**src/rtl/lsu_riscv.sv**
```systemverilog
// Load-store unit: turns decoder memory controls into a req/gnt/rvalid bus access,
// with byte-enable/write-data formatting, load extension, legality checks and a timeout.
module lsu_riscv #(
    parameter int TIMEOUT = 16
) (
    input  logic        clk_i,
    input  logic        rst_i,
    input  logic        lsu_req_i,
    input  logic        lsu_we_i,
    input  logic [2:0]  lsu_size_i,
    input  logic [31:0] lsu_addr_i,
    input  logic [31:0] lsu_data_i,
    output logic [31:0] lsu_data_o,
    output logic        lsu_stall_req_o,
    output logic        lsu_fault_o,
    output logic [1:0]  lsu_fault_code_o,
    output logic        data_req_o,
    output logic        data_we_o,
    output logic [3:0]  data_be_o,
    output logic [31:0] data_addr_o,
    output logic [31:0] data_wdata_o,
    input  logic        data_gnt_i,
    input  logic [31:0] data_rdata_i,
    input  logic        data_rvalid_i
);

    typedef enum logic [1:0] {S_IDLE, S_REQ, S_WAIT} state_t;

    state_t      state;
    logic        we_q;
    logic [2:0]  size_q;
    logic [1:0]  off_q;
    logic [31:0] addr_q;
    logic [31:0] wdata_q;
    logic [3:0]  be_q;
    logic [7:0]  cnt;

    logic        illegal, misaligned, req_fault, done, timeout_now;
    logic [3:0]  be_new;
    logic [31:0] wdata_new;
    logic [7:0]  rd_byte;
    logic [15:0] rd_half;
    logic [31:0] load_ext;

    always_comb begin
        illegal    = (lsu_size_i == 3'd3) || (lsu_size_i == 3'd6) || (lsu_size_i == 3'd7) ||
                     (lsu_size_i[2] && lsu_we_i);
        misaligned = ((lsu_size_i[1:0] == 2'd1) && lsu_addr_i[0]) ||
                     ((lsu_size_i[1:0] == 2'd2) && (lsu_addr_i[1:0] != 2'd0));
        req_fault  = (state == S_IDLE) && lsu_req_i && (illegal || misaligned);

        case (lsu_size_i[1:0])
            2'd0:    be_new = 4'b0001 << lsu_addr_i[1:0];
            2'd1:    be_new = 4'b0011 << {lsu_addr_i[1], 1'b0};
            default: be_new = 4'b1111;
        endcase
        case (lsu_size_i[1:0])
            2'd0:    wdata_new = {4{lsu_data_i[7:0]}};
            2'd1:    wdata_new = {2{lsu_data_i[15:0]}};
            default: wdata_new = lsu_data_i;
        endcase

        // rvalid is only meaningful in WAIT, or in REQ alongside gnt
        done = !rst_i && (((state == S_REQ) && data_gnt_i && (we_q || data_rvalid_i)) ||
                          ((state == S_WAIT) && data_rvalid_i));
        timeout_now = !rst_i && (state != S_IDLE) && (cnt == 8'(TIMEOUT - 1)) && !done;

        case (off_q)
            2'd0:    rd_byte = data_rdata_i[7:0];
            2'd1:    rd_byte = data_rdata_i[15:8];
            2'd2:    rd_byte = data_rdata_i[23:16];
            default: rd_byte = data_rdata_i[31:24];
        endcase
        rd_half = off_q[1] ? data_rdata_i[31:16] : data_rdata_i[15:0];
        case (size_q)
            3'd0:    load_ext = {{24{rd_byte[7]}}, rd_byte};
            3'd4:    load_ext = {24'd0, rd_byte};
            3'd1:    load_ext = {{16{rd_half[15]}}, rd_half};
            3'd5:    load_ext = {16'd0, rd_half};
            default: load_ext = data_rdata_i;
        endcase
    end

    always_ff @(posedge clk_i) begin
        if (rst_i) begin
            state   <= S_IDLE;
            cnt     <= 8'd0;
            we_q    <= 1'b0;
            size_q  <= 3'd0;
            off_q   <= 2'd0;
            addr_q  <= 32'd0;
            wdata_q <= 32'd0;
            be_q    <= 4'd0;
        end else begin
            case (state)
                S_IDLE: begin
                    cnt <= 8'd0;
                    if (lsu_req_i && !illegal && !misaligned) begin
                        we_q    <= lsu_we_i;
                        size_q  <= lsu_size_i;
                        off_q   <= lsu_addr_i[1:0];
                        addr_q  <= {lsu_addr_i[31:2], 2'b00};
                        wdata_q <= wdata_new;
                        be_q    <= be_new;
                        state   <= S_REQ;
                    end
                end
                default: begin
                    if (done || timeout_now) begin
                        state <= S_IDLE;
                        cnt   <= 8'd0;
                    end else begin
                        cnt <= cnt + 8'd1;
                        if ((state == S_REQ) && data_gnt_i) state <= S_WAIT;
                    end
                end
            endcase
        end
    end

    assign data_req_o   = (state == S_REQ);
    assign data_we_o    = we_q;
    assign data_be_o    = be_q;
    assign data_addr_o  = addr_q;
    assign data_wdata_o = wdata_q;

    assign lsu_data_o       = (done && !we_q) ? load_ext : 32'd0;
    assign lsu_fault_o      = !rst_i && (req_fault || timeout_now);
    assign lsu_fault_code_o = rst_i       ? 2'd0 :
                              timeout_now ? 2'd3 :
                              !req_fault  ? 2'd0 :
                              illegal     ? 2'd2 : 2'd1;
    assign lsu_stall_req_o  = lsu_req_i && !rst_i && !done && !req_fault && !timeout_now;

endmodule

```
**config.mk**
```make
export PLATFORM = sky130hd
export DESIGN_NAME = lsu_riscv
export DESIGN_NICKNAME = d
export VERILOG_FILES = /design/src/rtl/lsu_riscv.sv
export SDC_FILE = /design/constraint.sdc
export NUM_CORES = 1
export LEC_CHECK = 0
export CAP_MARGIN = 10
export CORE_ASPECT_RATIO = 1.1
export CORE_MARGIN = 5
export CORE_UTILIZATION = 30
export DETAILED_ROUTE_END_ITERATION = 6
export GPL_ROUTABILITY_DRIVEN = 0
export GPL_TIMING_DRIVEN = 0
export SYNTH_ARGS = -nofsm -noshare
export SYNTH_HDL_FRONTEND = slang
export SYNTH_SLANG_ARGS = --single-unit
```
**constraint.sdc**
```tcl
create_clock -name clk_i -period 4.23 [get_ports clk_i]
set_input_delay 0.423 -clock clk_i [delete_from_list [all_inputs] [get_ports clk_i]]
set_output_delay 0.423 -clock clk_i [all_outputs]
set_load 0.005 [all_outputs]
```
==> summary.md <==
| Metric | Value |
|---|---|
| Switching power | 533 uW |
| CTS tree | built |
| EDFF count, synth | 0 |
| Synthesis-to-finish area growth | 63.6% |
| Seq/Total Area, Yosys | 0.391 |
| Diode count | 0 |
| CP Launch Point | data_gnt_i |
| Async set or reset register ratio after synthesis | 0 |
| Top Family by Delay on Critical Path | buffers and inverters |
| Crit-path max FO | 10 |
| Most frequent cell on the critical path | clkdlybuf4s50_1 |
| Routed met1 length | 6.65 mm |
| Combinational share of power | 0.182 |
| Clock sinks | 82 |
| Area leader, netlist | dfxtp_1 |
| # DRC | 0 |
| Fmax | 326 MHz |
| Synth Cell Area | 4200 sq um |
| # rows | 45 |
| Met3 WL | 1.68 mm |
| Post-CTS Setup Repair Bufs | 0 |
| Avg WL per Cell | 17.1 um |
| Final period util | 0.724 |
| Main synth FF type | dfxtp_1 |
| RSZ-0062 raised after global routing | false |
| Max Cap Viol | 0 |
| DR iter-0 viols | 291 |
| Most common cell in the netlist | nand2_1 |
| Worst path cell trace | clkdlybuf4s50_1, and3b_1, o211ai_2, buf_4, nor2_2, buf_2, a21o_1, clkdlybuf4s50_1 |
| Remaining global-route overflow | 0 |
| Cell chosen for the clock root | clkbuf_16 |
| Final hold slack | 453 ps |
| Sw frac | 0.243 |
| Initial antenna violation count | 0 |
| Final Slew Violations | 0 |
| CTS buffer count | 9 |
| Sum of negative setup slack | 0 ps |
| Cell Count, Final, Fillers Out | 954 |
| Worst Tran Pin Value | 629 ps |
| Leak Pwr | 0.00258 uW |
| Share of power burned in registers | 0.379 |
| DR WL met2 | 7.70 mm |
| Initial DRT Pass Iterations | 4 |
| Die Y | 134 um |
| Power Density | 319 nW/um^2 |
| Syn Area/Cell | 7.73 sq um |
| WP data required | 3810 ps |
| Fin nets | 867 |
| Status | finished clean |
| DIE WIDTH | 123 um |
| Type of the worst min-delay path | register to register |
| Post-route ant nets | 0 |
| # H-tree levels | 3 |
| Clock transition at path regs | 60 ps |
| Top layer in use | met4 |
| All-Layer GR Usage | 0.192 |
| # IOs | 211 |
| I/O Buffers | 206 |
| Post-Synthesis Cells | 543 |
| Synth warnings | 0 |
| Yosys reg bits | 82 |
| Largest net degree at the start of global routing | 15 |
| Final WL | 16.3 mm |
| Worst-skew pair later-pin latency | 340 ps |
| Crit end category | output port |
| Reg2reg start | state[1] |
| Hpwl dp | 12.8 mm |
| Slew headroom | 0.580 |
| Ratio of cells with drive above 1 in the final layout | 0.0679 |
| Total Power | 2190 uW |
| Internal power | 1660 uW |
| Worst Skew | 4.53 ps |
| Post_cts resized | 0 |
| Hold Vio Cnt, Final | 0 |
| Crit path buf inv count | 4 |
| Synth top cells by count | nand2_1, dfxtp_1, a21oi_1 |
| Final Setup Violations | 0 |
| Core area | 13800 sq um |
| Distinct cells, synth | 56 |
| Hold buffer count at CTS | 0 |
| Clk pwr share | 0.439 |
| Max VDD drop | 200 uV |
| Vias | 4790 |
| First-pass GRT wire length | 25.2 mm |
| Kind of critical path | input pin to output port |
| CP peak stage delay | 520 ps |
| Hold Startpoint | data_addr_o[31] |
| Dominant cells by area after synthesis | dfxtp_1, nand2_1, a21oi_1 |
| Dpl cells | 938 |
| Initial Utilization | 0.304 |
| Minimum clock period | 3060 ps |
| Worst EP arrival | 2640 ps |
| Slowest-stage cell, CP | clkdlybuf4s50_1 |
| Utilization after layout | 0.498 |
| Share of the synthesized area in the top cell type | 0.391 |
| Clk buf depth | 2 |
| Vias in the first global route | 4710 |
| Vias per cell | 5.02 |
| Startpoint types | input pin |
| Full die area | 16500 sq um |
==> power groups by stage <==
stage                     clock network (uW)  logic (uW)  registers, uW
after floorplan                            0         158            847
after global placement                     0         395            846
after detailed placement                   0         398            847
after CTS                                982         402            831
after global routing                    1020         432            835
final                                    963         400            830
==> area by class of cell <==
type,count,area (sq um)
Buffer,43,208
Clock buffer,9,225
Clock inverter,7,141
Fill cell,1327,6930
Inverter,9,33.8
Multi-Input combinational cell,410,2320
Sequential cell,82,1640
Tap cell,188,235
Timing Repair Buffer,206,2060
==> tightest hold or removal path: cells and delay by family (launching register included) <==
kind / cells / cell delay [ps]
AND/OR/NAND/NOR: 1 / 50
AO/OA/AOI/OAI: 1 / 50
flip-flops: 1 / 310
==> kinds of logic after synthesis <==
kind of cell | Yosys count | synth area share
buffers and inverters | 52 | 0.0575
AND/OR/NAND/NOR | 229 | 0.232
AO/OA/AOI/OAI | 154 | 0.258
adder cells (fa/ha/maj) | 1 | 0.00298
XOR/XNOR | 6 | 0.0125
other | 1 | 0.000894
multiplexers | 18 | 0.0441
flip-flops | 82 | 0.391
==> metrics by stage <==
step                      setup slack, ps  instance area, sq um
after floorplan                      2250                  4200
after global placement               1150                  6500
after detailed placement             1150                  6500
after CTS                            1150                  6860
after global routing                  986                  6860
final                                1170                  6860
==> layer usage <==
layer / GRT usage / up-vias
met4: 0.0635 / 0
met5: 0 / -
li1: - / 2325
met3: 0.0624 / 20
met1: 0.228 / 2216
met2: 0.324 / 229
==> layout by cell type (no fill, tap or decap), types with 11 or more instances in the layout <==
master | netlist | layout
nand2_1 | 144 | 144
mux2i_1 | 17 | 17
clkdlybuf4s50_1 | 0 | 206
o21ai_0 | 18 | 18
a21o_1 | 16 | 16
dfxtp_1 | 82 | 82
nor2_1 | 39 | 39
clkbuf_1 | 24 | 24
a21oi_1 | 59 | 59
nand3_1 | 11 | 11
==> flip-flops by register name, summed over array words and instances, names as in the netlist <==
register      cells
data_be_o         4
data_addr_o      30
data_we_o         1
cnt               8
size_q            3
state             2
data_wdata_o     32
off_q             2
==> final timing paths <==
path                endpoint  slack [ps]  depth (start not counted)
max           lsu_data_o[29]        1170                          8
min          data_addr_o[31]         450                          2
max reg2reg        size_q[1]        2420                          6
min reg2reg  data_addr_o[31]         450                          2
Power figures use the tool's default switching activity.
